## src/rtl/rx_iq_pkg.sv

```systemverilog
// Shared types and constants for the receiver I/Q byte packer.
package rx_iq_pkg;

  localparam int BYTES_PER_SAMPLE = 6;
  localparam int SAMPLE_W         = 24;
  localparam int PAIR_W           = 2 * SAMPLE_W;

  typedef logic [2:0] byte_idx_t;

  typedef enum logic {
    IDLE = 1'b0,
    SEND = 1'b1
  } state_t;

  localparam byte_idx_t LAST_BYTE = byte_idx_t'(BYTES_PER_SAMPLE - 1);

endpackage

```

## src/rtl/rx_iq_fifo.sv

```systemverilog
// Show-ahead synchronous FIFO of I/Q pairs with registered occupancy and a
// synchronous flush. The caller never writes when full without a read, nor reads when empty.
module rx_iq_fifo #(
  parameter int DEPTH = 16,
  parameter int WIDTH = 48
) (
  input  logic                     clock,
  input  logic                     reset_n,
  input  logic                     flush,
  input  logic                     write,
  input  logic [WIDTH-1:0]         wdata,
  input  logic                     read,
  output logic [WIDTH-1:0]         rdata,
  output logic                     full,
  output logic                     empty,
  output logic [$clog2(DEPTH):0]   level
);

  localparam int AW = $clog2(DEPTH);
  localparam logic [AW-1:0] PTR_ONE  = AW'(1);
  localparam logic [AW:0]   CNT_ONE  = (AW + 1)'(1);
  localparam logic [AW:0]   CNT_FULL = (AW + 1)'(DEPTH);

  logic [WIDTH-1:0] mem [DEPTH];
  logic [AW-1:0]    wr_ptr;
  logic [AW-1:0]    rd_ptr;
  logic [AW:0]      count;

  always_ff @(posedge clock or negedge reset_n) begin
    if (!reset_n) begin
      wr_ptr <= '0;
      rd_ptr <= '0;
      count  <= '0;
    end else if (flush) begin
      wr_ptr <= '0;
      rd_ptr <= '0;
      count  <= '0;
    end else begin
      if (write) wr_ptr <= wr_ptr + PTR_ONE;
      if (read)  rd_ptr <= rd_ptr + PTR_ONE;
      case ({write, read})
        2'b10:   count <= count + CNT_ONE;
        2'b01:   count <= count - CNT_ONE;
        default: count <= count;
      endcase
    end
  end

  // Storage carries data only, so it is left out of reset.
  always_ff @(posedge clock) begin
    if (write && !flush) mem[wr_ptr] <= wdata;
  end

  assign rdata = mem[rd_ptr];
  assign full  = (count == CNT_FULL);
  assign empty = (count == '0);
  assign level = count;

endmodule

```

## src/rtl/rx_iq_byte_packer.sv

```systemverilog
// Buffers 24-bit I/Q pairs and serializes each into six MSB-first bytes on a
// valid/ready stream, flagging block start/end and counting dropped samples.
module rx_iq_byte_packer
  import rx_iq_pkg::*;
#(
  parameter int DEPTH             = 16,
  parameter int SAMPLES_PER_BLOCK = 63
) (
  input  logic                    clock,
  input  logic                    reset_n,
  input  logic                    enable,
  input  logic                    in_strobe,
  input  logic [SAMPLE_W-1:0]     in_i,
  input  logic [SAMPLE_W-1:0]     in_q,
  output logic [7:0]              byte_data,
  output logic                    byte_valid,
  input  logic                    byte_ready,
  output logic                    byte_sob,
  output logic                    byte_eob,
  output logic [$clog2(DEPTH):0]  fill_level,
  output logic                    overflow,
  output logic [15:0]             overflow_count
);

  localparam logic [7:0] LAST_SAMPLE = 8'(SAMPLES_PER_BLOCK - 1);

  function automatic logic [15:0] sat_inc16(input logic [15:0] v);
    return (v == 16'hFFFF) ? v : v + 16'd1;
  endfunction

  state_t            state;
  state_t            state_nxt;
  byte_idx_t         byte_idx;
  byte_idx_t         byte_idx_nxt;
  logic [7:0]        sample_idx;
  logic [7:0]        sample_idx_nxt;
  logic [PAIR_W-1:0] shreg;
  logic [PAIR_W-1:0] fifo_rdata;
  logic              fifo_full;
  logic              fifo_empty;
  logic              pop;
  logic              shift;
  logic              push;
  logic              drop;
  logic              handshake;

  rx_iq_fifo #(
    .DEPTH (DEPTH),
    .WIDTH (PAIR_W)
  ) u_fifo (
    .clock   (clock),
    .reset_n (reset_n),
    .flush   (!enable),
    .write   (push),
    .wdata   ({in_i, in_q}),
    .read    (pop),
    .rdata   (fifo_rdata),
    .full    (fifo_full),
    .empty   (fifo_empty),
    .level   (fill_level)
  );

  // A full FIFO still accepts when the serializer frees a slot on the same edge.
  assign push = in_strobe && enable && (!fifo_full || pop);
  assign drop = in_strobe && enable && fifo_full && !pop;

  assign handshake = byte_valid && byte_ready;

  always_ff @(posedge clock or negedge reset_n) begin
    if (!reset_n) begin
      state      <= IDLE;
      byte_idx   <= '0;
      sample_idx <= '0;
    end else begin
      state      <= state_nxt;
      byte_idx   <= byte_idx_nxt;
      sample_idx <= sample_idx_nxt;
    end
  end

  always_comb begin
    state_nxt      = state;
    byte_idx_nxt   = byte_idx;
    sample_idx_nxt = sample_idx;
    pop            = 1'b0;
    shift          = 1'b0;
    if (!enable) begin
      state_nxt      = IDLE;
      byte_idx_nxt   = '0;
      sample_idx_nxt = '0;
    end else begin
      case (state)
        IDLE: begin
          if (!fifo_empty) begin
            pop          = 1'b1;
            byte_idx_nxt = '0;
            state_nxt    = SEND;
          end
        end
        SEND: begin
          if (handshake) begin
            if (byte_idx == LAST_BYTE) begin
              sample_idx_nxt = (sample_idx == LAST_SAMPLE) ? 8'd0 : sample_idx + 8'd1;
              byte_idx_nxt   = '0;
              // Reload on the last-byte edge keeps the stream free of bubbles.
              if (!fifo_empty) pop = 1'b1;
              else             state_nxt = IDLE;
            end else begin
              shift        = 1'b1;
              byte_idx_nxt = byte_idx + 3'd1;
            end
          end
        end
        default: state_nxt = IDLE;
      endcase
    end
  end

  always_ff @(posedge clock) begin
    if (pop)        shreg <= fifo_rdata;
    else if (shift) shreg <= {shreg[PAIR_W-9:0], 8'h00};
  end

  always_ff @(posedge clock or negedge reset_n) begin
    if (!reset_n) begin
      overflow       <= 1'b0;
      overflow_count <= '0;
    end else if (drop) begin
      overflow       <= 1'b1;
      overflow_count <= sat_inc16(overflow_count);
    end
  end

  // The shift register is not reset, so data is masked outside SEND.
  assign byte_valid = (state == SEND);
  assign byte_data  = byte_valid ? shreg[PAIR_W-1:PAIR_W-8] : 8'h00;
  assign byte_sob   = byte_valid && (byte_idx == '0) && (sample_idx == 8'd0);
  assign byte_eob   = byte_valid && (byte_idx == LAST_BYTE) && (sample_idx == LAST_SAMPLE);

endmodule

```

## config.mk

```make
export PLATFORM = sky130hd
export DESIGN_NAME = rx_iq_byte_packer
export DESIGN_NICKNAME = d
export VERILOG_FILES = /design/src/rtl/rx_iq_pkg.sv /design/src/rtl/rx_iq_fifo.sv /design/src/rtl/rx_iq_byte_packer.sv
export SDC_FILE = /design/constraint.sdc
export NUM_CORES = 1
export LEC_CHECK = 0
export ABC_AREA = 1
export BUFFER_PORTS_ARGS = -buffer_cell sky130_fd_sc_hd__clkbuf_2
export CORE_ASPECT_RATIO = 0.8
export CORE_MARGIN = 1
export CORE_UTILIZATION = 40
export CTS_CLUSTER_SIZE = 30
export DETAILED_ROUTE_END_ITERATION = 10
export PLACE_DENSITY = 0.54
export REMOVE_ABC_BUFFERS = 1
export SLEW_MARGIN = 20
export SYNTH_ARGS = -nofsm -noshare
export SYNTH_HDL_FRONTEND = slang
export SYNTH_SLANG_ARGS = --single-unit
```

## constraint.sdc

```tcl
create_clock -name clock -period 6.1 [get_ports clock]
set_input_delay 0.61 -clock clock [delete_from_list [all_inputs] [get_ports clock]]
set_output_delay 0.61 -clock clock [all_outputs]
set_load 0.005 [all_outputs]
```

==> out/results.txt, run 1 <==
sequential-to-total area share from yosys stat -> 0.754
largest cells by area after synthesis -> edfxtp_1 (72%), o21ai_0 (5.9%), nor2_1 (5.1%), o22ai_1 (3.4%), dfrtp_1 (3.1%)
first-pass GRT wire length -> 134000 µm
clk buf depth -> 3
Post-CTS Setup Inserts -> 0
fmax -> 262 MHz
normalized max-slew margin -> 0.292
largest family of logic cells by synthesized area -> compound AO/OA/AOI/OAI gates
crit path time final -> 3.82 ns
multiplexer share of the synthesized area -> 0
Post-DRT Antenna Nets -> 0
Syn Std Cell Area -> 33900 µm²
post-synthesis register bit count -> 858
Hold Vio Cnt, Final -> 0
Ys Warns -> 0
Sw Ratio -> 0.307
Worst setup SP type -> flop
Iteration-0 DRC Markers -> 2141
vias in the first global route -> 21.1k
Synth Area in Compound Gates -> 0.122
drt total wl -> 89400 µm
Placer Congestion -> 0.766
final std cells w/o fill -> 3836
Post-synth ARST share -> 0.0490
worst setup path start -> byte_valid
Synth top area share -> 0.723
number of cells produced by synthesis -> 2601
Final nets -> 2715
Yosys cell types -> 40
VDD IR max -> 240 µV
n_diodes -> 0
final setup fails -> 0
Reg power frac -> 0.461
Comb power frac -> 0.209
Pins Over Slew Limit -> 0
HP Class -> input pin to asynchronous set/reset pin
P per Cell Area -> 402 nW/µm²
count leader, synth -> edfxtp_1
Post-synth EDFFs -> 816
worst path required time -> 6.37 ns
Crit Reg-Reg Endpoint -> u_fifo.mem[13][39]
row cnt -> 95
grt total ovfl -> 0
PostCTS Resize Cnt -> 0
IO Port Bufs -> 85
vias per cell -> 5.57
Worst Reg2Reg Path Length in Cells -> 11
Area Overhead vs Synth -> 13.1%
Int Pwr -> 0.0107 W
Psw -> 0.00473 W
crit end category -> flop
P_leak -> 12.9 nW
final worst path period share -> 0.627
post-synthesis simple-gate area fraction -> 0.0896
Adder-Cell Fraction of Synth Area -> 0.00406
Least-Margin Pin Slew -> 1.06 ns
biggest area consumer among synthesized cells -> edfxtp_1
DRC -> 0
Placeable Area -> 83900 µm²
clk root buf -> clkbuf_16
worst r2r src -> byte_valid
mean post-synth cell area -> 13.0 µm²
layout cells sized above 1 -> 0.108
initial antenna violation count -> 3
outcome -> finished clean
Initial Util -> 0.404
Die Span X -> 328 µm
CTS Hold Bufs -> 0
worst skew pair latency -> 0.65 ns
routed len/inst -> 23.3 µm
CP Class -> flop to flop
Die Footprint -> 85900 µm²
Max FO, Critical Path -> 28
clock network fraction of total power -> 0.331
DR vias -> 21.4k
chip height -> 262 µm
TritonCTS buffer count -> 87
commonest cells in the netlist -> edfxtp_1 (816), nor2_1 (458), o21ai_0 (399), nand2_1 (248), o22ai_1 (186)
Synth Flop Type -> edfxtp_1
crit path DAT -> 4.10 ns
drt first pass iters -> 7
largest net degree at the start of global routing -> 188
Worst Clk Skew -> 0.0198 ns
I/O pin cnt -> 86
Reg2Reg Setup Slack -> 2.28 ns
Placed Cells -> 3677
post-synthesis xor/xnor area fraction -> 0.00491
CTS tree -> done
max-cap viol count -> 0
setup TNS -> 0 ns
Overall Global Routing Usage -> 0.207
HPWL Detailed -> 47600 µm
RSZ-0062 raised after global routing -> no
Max H-tree Level -> 3
CTS sink cnt -> 858
Worst-path clk slew -> 0.06 ns
==> logic make-up after synthesis <==
family | after synthesis
flops | 858
simple gates | 766
compound gates | 728
buf+inv | 219
xor+xnor | 19
fa+ha+maj | 11
==> metal layers <==
layer | global-route usage | wire length (µm)
met5 | 0 | 13
met4 | 0.0562 | 1900
met3 | 0.0305 | 5350
met2 | 0.323 | 41100
met1 | 0.303 | 41100
==> power groups by stage <==
stage | clock network (W) | logic, W | registers (W)
6_report | 0.00510 | 0.00322 | 0.00710
2_1_floorplan | 0 | 0.00200 | 0.00727
5_1_grt | 0.00540 | 0.00360 | 0.00713
3_3_place_gp | 0 | 0.00318 | 0.00722
3_5_place_dp | 0 | 0.00323 | 0.00722
4_1_cts | 0.00520 | 0.00324 | 0.00710
==> sequential cells by signal (all words and copies together) (netlist names) <==
signal / count
sample_idx: 8
shreg: 48
u_fifo.level: 5
overflow: 1
u_fifo.rd_ptr: 4
u_fifo.wr_ptr: 4
overflow_count: 16
byte_valid: 1
u_fifo.mem: 768
byte_idx: 3
==> layout make-up <==
cell class | count | area, µm²
Fill cell | 7542 | 45600
Clock inverter | 51 | 354
Multi-Input combinational cell | 1524 | 7610
Sequential cell | 858 | 25600
Timing Repair Buffer | 129 | 878
Clock buffer | 108 | 2350
Tap cell | 1115 | 1400
Inverter | 51 | 204
==> stage by stage <==
step	cell area, µm²	power [W]	hold WS (ns)	utilization	setup WS [ns]
after floorplan	33200	0.00927	0.314	-	-6.08
after global placement	35500	0.0104	0.458	0.423	2.26
after detailed placement	35700	0.0105	0.461	0.425	2.23
after CTS	38400	0.0155	0.0521	0.457	2.22
after global routing	38400	0.0161	0.0905	0.457	2.00
final	38400	0.0154	0.0500	0.457	2.28
==> worst max-delay path by stage <==
stage	end	slack, ns	cells past startpoint
after CTS	u_fifo.mem[13][41]	2.22	11
after floorplan	shreg[46]	-6.08	6
after detailed placement	u_fifo.mem[13][35]	2.23	11
after global placement	u_fifo.mem[6][40]	2.26	11
final	u_fifo.mem[13][39]	2.28	11
after global routing	u_fifo.mem[13][39]	2.00	11
==> critical path, stage by stage (launching register included) <==
cell and delay (ns):
dfrtp_1 0.69, nand2_1 0.27, inv_2 0.12, nand2_1 0.09, nand2_2 0.15, nand3_4 0.09, nand2_2 0.10, nand3_4 0.10
clkinv_2 0.13, nand2_1 0.26, nor2_4 0.78, buf_4 0.62
==> placed cells by master, fill, tap and decap left out, types with 36 or more instances in the layout <==
master     synthesis  final
o221ai_1          53     53
o21ai_0          399    398
nor2_1           458    442
clkbuf_2           0     85
edfxtp_1         816    816
dfrtp_1           42     38
o21ai_1           38     38
buf_4              1     36
clkbuf_16          0     91
inv_1             45     42
o22ai_1          186    186
a21oi_1           36     36
nand2_1          248    248
Note: power is estimated with default switching activity, not from simulation.
==> inputs of run 2 (changes only) <==
- ABC_AREA: 1 -> 0
- clock period: 6.1 -> 3.6 ns (I/O delays scaled with it)
==> run 2 against run 1 <==
Register-to-register slack got worse by 1.8 ns. Maximum frequency grew 22%. Sequential cell count is the same. Utilization rose by 0.87 points. Via count shrank 27%. Sequential share of layout area is 0.065 points lower. Highest routed layer unchanged.
==> out/results.txt, run 2 <==
outcome -> finished clean
Synth top area share -> 0.734 (+0.0116)
layout cells sized above 1 -> 0.340 (+0.231)
Placed Cells -> 2630 (-28%)
Die Span X -> 325 µm (-0.79%)
biggest regs -> u_fifo.mem x768, shreg x48, overflow_count x16
VDD IR max -> 372 µV (+55%)
row cnt -> 94 (-1.1%)
CP Class -> flop to flop
multiplexer share of the synthesized area -> 0.177 (+0.177)
Post-synth ARST share -> 0.0490 (unchanged)
P_leak -> 12.0 nW (-6.6%)
CTS sink cnt -> 858 (unchanged)
crit end category -> flop
worst path required time -> 4.08 ns (-2.29 ns)
Hold Vio Cnt, Final -> 0 (unchanged)
Iteration-0 DRC Markers -> 1410 (-34%)
Placeable Area -> 82400 µm² (-1.8%)
P per Cell Area -> 639 nW/µm² (+59%)
largest net degree at the start of global routing -> 72 (-62%)
vias in the first global route -> 16.0k (-24%)
Pins Over Slew Limit -> 0 (unchanged)
largest cells by area after synthesis -> edfxtp_1 (73%), mux4_2 (16%), dfrtp_1 (3.1%), mux2_2 (1.4%), buf_6 (0.54%)
fmax -> 318 MHz (+22%)
CTS tree -> done
number of flip-flops under the largest register name -> 768 (unchanged)
mean post-synth cell area -> 23.0 µm² (+76%)
Critical Path, Cell by Cell -> or4_1 > nor2_2 > nor3_1 > xor2_1 > ha_1 > or3_1 > a21oi_1 > mux2i_1 > o31ai_1 > o32ai_1
Area Overhead vs Synth -> 15.1%
TritonCTS buffer count -> 85 (-2.3%)
clk buf depth -> 3 (unchanged)
drt first pass iters -> 4 (-3)
first-pass GRT wire length -> 112000 µm (-16%)
Reg2Reg Setup Slack -> 0.45 ns (-1.82 ns)
largest family of logic cells by synthesized area -> multiplexers
CTS Hold Bufs -> 1 (+1)
RSZ-0062 raised after global routing -> no
crit path time final -> 3.15 ns (-0.677 ns)
fin util -> 0.466 (+0.00866)
Ys Warns -> 0 (unchanged)
I/O pin cnt -> 86 (unchanged)
Synth Flop Type -> edfxtp_1
Hold Path Depth -> 1
drt total wl -> 76500 µm (-14%)
Crit Reg-Reg Endpoint -> u_fifo.level[4]
Max H-tree Level -> 3 (unchanged)
Worst setup SP type -> flop
Least-Margin Pin Slew -> 0.982 ns (-0.0809 ns)
vias per cell -> 5.56 (about the same)
fill cell count -> 6747 (-11%)
grt total ovfl -> 0 (unchanged)
n_diodes -> 0 (unchanged)
Placer Congestion -> 0.748 (-2.4%)
final worst path period share -> 0.874 (+0.247)
routed len/inst -> 27.5 µm (+18%)
Top reg by flops -> u_fifo.mem
worst hold start -> in_i[3]
crit path DAT -> 3.63 ns (-0.47 ns)
clk root buf -> clkbuf_16
chip height -> 260 µm (-0.79%)
Post-DRT Antenna Nets -> 0 (unchanged)
Post-synth EDFFs -> 816 (unchanged)
sequential-to-total area share from yosys stat -> 0.766 (+0.0121)
commonest non-fill, non-tap cells in the layout -> edfxtp_1 (816), mux4_2 (240), clkbuf_16 (89)
HP Class -> input pin to flop
Worst-path clk slew -> 0.06 ns (about the same)
post-synthesis xor/xnor area fraction -> 0.00682 (+0.00192)
worst r2r src -> u_fifo.level[1]
post-synthesis register bit count -> 858 (unchanged)
IO Port Bufs -> 85 (unchanged)
max-cap viol count -> 0 (unchanged)
Yosys cell types -> 53 (+33%)
Synth Area in Compound Gates -> 0.00877 (-0.113)
Initial Util -> 0.405 (+0.000700)
FF/Latch Area -> 25600 µm² (about the same)
slowest stage delay, CP -> 0.63 ns (-0.15 ns)
initial antenna violation count -> 6 (+3)
Syn Std Cell Area -> 33400 µm² (-1.6%)
number of cells produced by synthesis -> 1453 (-44%)
Overall Global Routing Usage -> 0.184 (-0.0234)
post-synthesis simple-gate area fraction -> 0.0234 (-0.0662)
DRC -> 0 (unchanged)
Crit path depth -> 10 (-1)
Max FO, Critical Path -> 8 (-71%)
CP Buf/Inv Count -> 0 (-3)
Die Footprint -> 84600 µm² (-1.6%)
commonest cells in the netlist -> edfxtp_1 (816), mux4_2 (240), dfrtp_1 (42), mux2_2 (42), clkbuf_1 (35)
Post-CTS Setup Inserts -> 0 (unchanged)
Worst Reg2Reg Path Length in Cells -> 10 (-1)
Crit-path slowest cell -> or4_1
critical path's top delay family -> simple AND/OR/NAND/NOR gates
worst skew pair latency -> 0.63 ns (-0.02 ns)
Placed Area -> 35700 µm² (about the same)
Final nets -> 1678 (-38%)
DR vias -> 15.5k (-27%)
HPWL Detailed -> 40000 µm (-16%)
area of the multi-input gates -> 7450 µm² (-2.1%)
Adder-Cell Fraction of Synth Area -> 0.00412 (+0.0000653)
normalized max-slew margin -> 0.344 (+0.0527)
Worst Hold End -> u_fifo.mem[3][27]
count leader, synth -> edfxtp_1
Worst Clk Skew -> 0.0223 ns (+0.00243 ns)
setup TNS -> 0 ns (unchanged)
PostCTS Resize Cnt -> 0 (unchanged)
final std cells w/o fill -> 2785 (-27%)
biggest area consumer among synthesized cells -> edfxtp_1
final setup fails -> 0 (unchanged)
Final Cell Area -> 38400 µm² (+0.11%)
most common cell after layout, fill and taps aside -> edfxtp_1
-- run 2: worst register-to-register path, cell delays in order, from the launching register on --
cell,delay [ns]
dfrtp_1,0.48
or4_1,0.63
nor2_2,0.30
nor3_1,0.18
xor2_1,0.18
ha_1,0.26
or3_1,0.33
a21oi_1,0.21
mux2i_1,0.11
o31ai_1,0.23
o32ai_1,0.12
-- run 2: worst max-delay path by stage --
| stage | start | to | slack, ns |
|---|---|---|---|
| finish | u_fifo.level[1] | u_fifo.level[4] | 0.45 |
| global route | u_fifo.level[1] | u_fifo.level[4] | 0.26 |
| CTS | u_fifo.level[1] | u_fifo.level[4] | 0.49 |
| detailed placement | u_fifo.level[1] | u_fifo.level[4] | 0.50 |
| global placement | u_fifo.level[1] | u_fifo.level[4] | 0.46 |
| floorplan | u_fifo.rd_ptr[0] | shreg[10] | -5.41 |
-- run 2: area by class of cell --
class	count	share of cell area
repair buffers	145	0.0323
clock inverters	47	0.0103
flip-flops and latches	858	0.666
multi-input cells	512	0.194
inverters	12	0.00117
clock buffers	107	0.0603
well taps	1104	0.0360
-- run 2: layer usage --
layer  vias up  global-route usage  wire, µm
met2       457               0.282     35400
met5         -                   0        26
met4         4              0.0453      1340
met1      8444               0.275     35500
li1       6484                   -         -
met3        99              0.0317      4230
-- run 2: report_power, final --
part           total [W]  leakage, nW  switching, W  internal (W)
clock network    0.00868         1.32       0.00369       0.00498
registers         0.0117         7.95      0.000265        0.0114
logic            0.00419         2.78       0.00202       0.00217
total             0.0245         12.0       0.00598        0.0186
-- run 2: per-stage QoR --
stage / hold slack (ns) / power, W / worst slack, ns
2_1_floorplan: 0.0644 / 0.0149 / -5.41
3_3_place_gp: 0.455 / 0.0161 / 0.462
3_5_place_dp: 0.479 / 0.0162 / 0.503
4_1_cts: 0.0807 / 0.0248 / 0.490
5_1_grt: 0.122 / 0.0254 / 0.264
6_report: 0.119 / 0.0245 / 0.454
-- run 2: cell families after synthesis --
logic type | Yosys count
flops | 858
simple gates | 143
fa+ha+maj | 11
xor+xnor | 26
mux | 286
buf+inv | 83
compound gates | 46
